--- config.mk ---
export PLATFORM = sky130hd
export DESIGN_NAME = inst_encoder
export DESIGN_NICKNAME = d
export VERILOG_FILES = /design/src/rtl/inst_encoder.sv
export SDC_FILE = /design/constraint.sdc
export NUM_CORES = 1
export LEC_CHECK = 0
export BUFFER_PORTS_ARGS = -buffer_cell sky130_fd_sc_hd__buf_2
export CAP_MARGIN = 20
export CORE_MARGIN = 1.5
export CORE_UTILIZATION = 50
export DETAILED_ROUTE_END_ITERATION = 6
export PLACE_DENSITY = 0.75
export SYNTH_ARGS = -nofsm -noshare
export SYNTH_HDL_FRONTEND = slang
export SYNTH_SLANG_ARGS = --single-unit
--- constraint.sdc ---
create_clock -name clk -period 2.3 [get_ports clk]
set_input_delay 0.345 -clock clk [delete_from_list [all_inputs] [get_ports clk]]
set_output_delay 0.345 -clock clk [all_outputs]
set_load 0.02 [all_outputs]
--- src/rtl/inst_encoder.sv ---
// RV32I instruction encoder: turns a decoded request (class, funct fields,
// registers, full-width immediate) into a 32-bit instruction word. The result
// goes into a 2-entry output FIFO. Illegal requests produce a NOP word with
// out_err set. inst_count counts the words the consumer has taken.
module inst_encoder (
  input  logic        clk,
  input  logic        rst_n,
  input  logic        in_valid,
  output logic        in_ready,
  input  logic [3:0]  in_class,
  input  logic [2:0]  in_funct3,
  input  logic [6:0]  in_funct7,
  input  logic [4:0]  in_rd,
  input  logic [4:0]  in_rs1,
  input  logic [4:0]  in_rs2,
  input  logic [31:0] in_imm,
  output logic        out_valid,
  input  logic        out_ready,
  output logic [31:0] out_inst,
  output logic        out_err,
  output logic [15:0] inst_count
);

  localparam logic [6:0] OPC_LUI    = 7'b0110111;
  localparam logic [6:0] OPC_AUIPC  = 7'b0010111;
  localparam logic [6:0] OPC_JAL    = 7'b1101111;
  localparam logic [6:0] OPC_JALR   = 7'b1100111;
  localparam logic [6:0] OPC_BRANCH = 7'b1100011;
  localparam logic [6:0] OPC_LOAD   = 7'b0000011;
  localparam logic [6:0] OPC_STORE  = 7'b0100011;
  localparam logic [6:0] OPC_OP_IMM = 7'b0010011;
  localparam logic [6:0] OPC_OP     = 7'b0110011;
  localparam logic [6:0] OPC_FENCE  = 7'b0001111;
  localparam logic [6:0] OPC_SYSTEM = 7'b1110011;
  localparam logic [31:0] NOP_INST  = 32'h0000_0013;

  // Immediate range checks. "Fits in N signed bits" means every bit above
  // bit N-1 is a copy of the sign bit.
  logic i_ok, b_ok, j_ok, u_ok, shamt_ok, is_shift;
  assign i_ok     = (in_imm[31:11] == {21{in_imm[31]}});
  assign b_ok     = (in_imm[31:12] == {20{in_imm[31]}}) && !in_imm[0];
  assign j_ok     = (in_imm[31:20] == {12{in_imm[31]}}) && !in_imm[0];
  assign u_ok     = (in_imm[11:0] == 12'd0);
  assign shamt_ok = (in_imm[31:5] == 27'd0);
  assign is_shift = (in_funct3 == 3'b001) || (in_funct3 == 3'b101);

  logic [31:0] enc_inst;
  logic        enc_err;

  // Encode the current request. Start from the NOP/err result and override
  // it only when the class is legal and the immediate is in range.
  always_comb begin
    enc_inst = NOP_INST;
    enc_err  = 1'b1;
    case (in_class)
      4'd0: if (u_ok) begin enc_inst = {in_imm[31:12], in_rd, OPC_LUI};   enc_err = 1'b0; end
      4'd1: if (u_ok) begin enc_inst = {in_imm[31:12], in_rd, OPC_AUIPC}; enc_err = 1'b0; end
      4'd2: if (j_ok) begin
        enc_inst = {in_imm[20], in_imm[10:1], in_imm[11], in_imm[19:12], in_rd, OPC_JAL};
        enc_err  = 1'b0;
      end
      4'd3: if (i_ok) begin
        enc_inst = {in_imm[11:0], in_rs1, in_funct3, in_rd, OPC_JALR};
        enc_err  = 1'b0;
      end
      4'd4: if (b_ok) begin
        enc_inst = {in_imm[12], in_imm[10:5], in_rs2, in_rs1, in_funct3, in_imm[4:1], in_imm[11], OPC_BRANCH};
        enc_err  = 1'b0;
      end
      4'd5: if (i_ok) begin
        enc_inst = {in_imm[11:0], in_rs1, in_funct3, in_rd, OPC_LOAD};
        enc_err  = 1'b0;
      end
      4'd6: if (i_ok) begin
        enc_inst = {in_imm[11:5], in_rs2, in_rs1, in_funct3, in_imm[4:0], OPC_STORE};
        enc_err  = 1'b0;
      end
      4'd7: begin
        // Shifts carry funct7 and a 5-bit shamt instead of a 12-bit immediate.
        if (is_shift) begin
          if (shamt_ok) begin
            enc_inst = {in_funct7, in_imm[4:0], in_rs1, in_funct3, in_rd, OPC_OP_IMM};
            enc_err  = 1'b0;
          end
        end else if (i_ok) begin
          enc_inst = {in_imm[11:0], in_rs1, in_funct3, in_rd, OPC_OP_IMM};
          enc_err  = 1'b0;
        end
      end
      4'd8: begin
        enc_inst = {in_funct7, in_rs2, in_rs1, in_funct3, in_rd, OPC_OP};
        enc_err  = 1'b0;
      end
      4'd9: if (i_ok) begin
        enc_inst = {in_imm[11:0], in_rs1, in_funct3, in_rd, OPC_FENCE};
        enc_err  = 1'b0;
      end
      4'd10: if (i_ok) begin
        enc_inst = {in_imm[11:0], in_rs1, in_funct3, in_rd, OPC_SYSTEM};
        enc_err  = 1'b0;
      end
      default: begin
        enc_inst = NOP_INST;
        enc_err  = 1'b1;
      end
    endcase
  end

  // Two-entry FIFO of {err, inst}. in_ready depends only on registered
  // occupancy, so a full FIFO refuses input even while a pop is happening.
  logic [32:0] mem_reg [2];
  logic        wr_ptr_reg, rd_ptr_reg;
  logic [1:0]  count_reg;
  logic [15:0] inst_count_reg;
  logic        push, pop;

  assign in_ready   = (count_reg != 2'd2);
  assign out_valid  = (count_reg != 2'd0);
  assign push       = in_valid && in_ready;
  assign pop        = out_valid && out_ready;
  assign out_inst   = out_valid ? mem_reg[rd_ptr_reg][31:0] : 32'd0;
  assign out_err    = out_valid ? mem_reg[rd_ptr_reg][32]   : 1'b0;
  assign inst_count = inst_count_reg;

  // FIFO storage, pointers, occupancy and handshake counter. Reset clears
  // everything at once, discarding any buffered words.
  always_ff @(posedge clk or negedge rst_n) begin
    if (!rst_n) begin
      mem_reg[0]     <= 33'd0;
      mem_reg[1]     <= 33'd0;
      wr_ptr_reg     <= 1'b0;
      rd_ptr_reg     <= 1'b0;
      count_reg      <= 2'd0;
      inst_count_reg <= 16'd0;
    end else begin
      if (push) begin
        mem_reg[wr_ptr_reg] <= {enc_err, enc_inst};
        wr_ptr_reg          <= ~wr_ptr_reg;
      end
      if (pop) begin
        rd_ptr_reg     <= ~rd_ptr_reg;
        inst_count_reg <= inst_count_reg + 16'd1;
      end
      count_reg <= count_reg + {1'b0, push} - {1'b0, pop};
    end
  end

endmodule

==> flow_summary.toml <==
[critical_path]
worst-path-max-fanout = 5
slowest_delay_ns = 0.61
cp_slowest_cell = "or4_1"
cp.arrival_ns = 2.53
reg2reg_from = "count_reg[1]$_DFF_PN0_"
crit_path_start = "in_imm[13]"
cp.required_ns = 2.62
crit_path_end_kind = "flop"
path_class = "in -> reg"
startpoint_type = "input port"
path_cells = "buf_2 -> or4_1 -> o22ai_2 -> nand2_1 -> nor4_4 -> buf_4 -> o21a_1 -> a221o_1"

[logic_synthesis]
yosys-top-cells-area = "dfrtp_1 (42%), nor2_1 (7.4%), mux2i_1 (6.4%)"
ys.flop_type = "dfrtp_1"
syn-mean-instance-area_sq_um = 9.30
synth_area_leader_cell = "dfrtp_1"
synthArstFlopShare_pct = 100
synth-edff-count = 0
netlist_instances = 536
syn-num-nets = 604
synth_top_cell_area_share_pct = 42.2
synth_common_cells = "nor2_1 (98), dfrtp_1 (84), a31oi_1 (41), nand2_1 (38), mux2i_1 (32)"
synthDistinctLibCells = 65
yosysMostFrequentCell = "nor2_1"
synth_warnings = 0
seq_area_frac_synth_pct = 42.2
syn-cell-area_sq_um = 4980
synth.ff_latch_count = 84

[floorplanning]
pin_count = 116
core_sq_um = 9730
die_h_um = 103
initial_core_util_pct = 51.2
dieArea_sq_um = 10600
die_w_um = 103
placementRows = 36

[sta]
skew_ns = 0.0121
setup_viol = 0
finalCriticalPeriod_ns = 2.21
fmax_mhz = 452
hold_violations = 0
fin_crit_sh_pct = 96.2
slew_viol_final = 0
slew_headroom_pct = 59.4
setup_ws_ns = 0.0873
worstMarginPinSlew_ns = 0.605
rsz0062_at_grt = "false"

[power_and_ir_drop]
total_power_mw = 6.80
vdd_drop_max_uv = 575
p_leak_nw = 3.02
p_per_area_nw_per_um2 = 1060

[run_status]
status = "finished clean"

[layout]
diodes = 0
final_net_count = 765
synthToLayoutAreaGrowth_pct = 28.3
fin_util_pct = 65.7
drive_gt1_share_pct = 32.6
seq_area_sq_um = 2100
fill_cells = 833
largest_reg_flops = 64
multi_input_area_sq_um = 2700

[drt]
drc = 0
first_pass_iters = 5
viasPerCell = 5.91
vias = 4939
post_drt_wl_per_cell_um = 17.8
drt.antenna.violating_nets = 0
routed_wl_um = 14900
drtIter0Drc = 321

[grt]
grt_usage_pct = 28.6
grt_pass1_wl_um = 23000
grt_pass1_vias = 4741
grt_antenna_before_repair = 0
grt_overflow_total = 0
grt_max_degree = 45

[cts]
cts.sinks = 84
cts_tree = "yes"
numCtsBuffers = 9
h-tree-depth = 3
clkLatencyLatePin_ns = 0.38
cts-root-buf = "clkbuf_8"
clkTransAtPathRegs_ns = 0.09
clock_path_buffers = 2
postCtsSetupRepairBufs = 0
cts_resized = 0

[min_path]
hold_class = "in -> reg"
hp-start = "in_rs1[3]"

[placed_design]
dp_hpwl_um = 11100
gp_congestion = 1.01
portBuffers = 115
dp_slack_ns = -0.231

[job]
maxCapViolCount = 0
## final cells by class
| cell class | instances | area share (%) |
|---|---|---|
| multi-input cells | 412 | 42.3 |
| flip-flops and latches | 84 | 32.9 |
| repair buffers | 187 | 19.1 |
| clock buffers | 13 | 2.64 |
| well taps | 133 | 2.60 |
| clock inverters | 3 | 0.313 |
| inverters | 3 | 0.176 |
## routing by layer
layer	vias to the layer above	routed length [um]	GRT usage [%]
met5	-	0	0
met4	0	420	11.5
met3	38	907	5.08
met2	220	7110	46.4
met1	2367	6420	38.1
li1	2314	-	-
## logic make-up (layout without fill, tap and decap cells)
kind of cell / after synthesis / count (layout) / synth area share [%]
flip-flops: 84 / 84 / 42.2
adder cells (fa/ha/maj): 3 / 3 / 0.753
multiplexers: 33 / 33 / 6.65
XOR/XNOR: 21 / 21 / 3.69
AND/OR/NAND/NOR: 214 / 214 / 22.2
buffers and inverters: 40 / 206 / 3.79
AO/OA/AOI/OAI: 141 / 141 / 20.7
## worst max-delay path, delay by kind of cell
| kind | cells | cell delay [ns] |
|---|---|---|
| AO/OA/AOI/OAI | 3 | 0.68 |
| buffers and inverters | 2 | 0.31 |
| AND/OR/NAND/NOR | 3 | 1.19 |
## final timing paths
path                       cells past startpoint                          to  slack, ns
setup reg to reg                               6  inst_count[15]$_DFFE_PN0P_       0.48
min in group asynchronous                      2      wr_ptr_reg$_DFFE_PN0P_       0.48
setup / recovery                               8     mem_reg[43]$_DFFE_PN0P_       0.09
max in group asynchronous                      3     mem_reg[29]$_DFFE_PN0P_       1.17
hold / removal                                 3     mem_reg[18]$_DFFE_PN0P_       0.25
hold reg to reg                                1  inst_count[15]$_DFFE_PN0P_       0.48
## stage by stage
step,setup TNS [ns],std cells,area [sq um],hold WS (ns)
floorplan,0,536,4980,0.0494
global placement,-4.59,818,6190,0.351
detailed placement,-6.39,818,6190,0.359
CTS,0,835,6390,0.249
global route,0,835,6390,0.251
finish,0,835,6390,0.248
## cells in the final DEF (no fill, tap or decap), drive strengths merged, types with 2 or more instances in the layout
cell type    n
and3         3
nor4         9
a31oi       41
a41oi        8
nor2b        5
mux2i       32
nor2        99
or2          3
inv          3
o211ai       2
nand3       16
o21a         4
clkbuf      13
nand4        7
a21oi       10
buf        186
nor3         5
o31ai       10
or3          4
nand2b      10
o22ai        5
dfrtp       84
nand2       39
a221oi       2
xnor2       14
or4          6
o311a        9
a22oi        8
clkinvlp     2
a221o        8
xor2         7
and4         2
a211oi       2
ha           3
o21ai       24
## what timing repair did
action                                  in CTS  in global routing
hold buffers                                 1                  0
hold endpoints to repair                    40                  0
endpoints found under the setup margin       0                  0
## where the power goes
part | switching (mW) | leakage (nW) | internal, mW | total (mW)
clock network | 0.567 | 0.0917 | 0.480 | 1.05
registers | 0.434 | 1.03 | 2.04 | 2.48
logic | 1.96 | 1.89 | 1.32 | 3.28
total | 2.96 | 3.02 | 3.84 | 6.80
(Power assumes the default switching activity.)
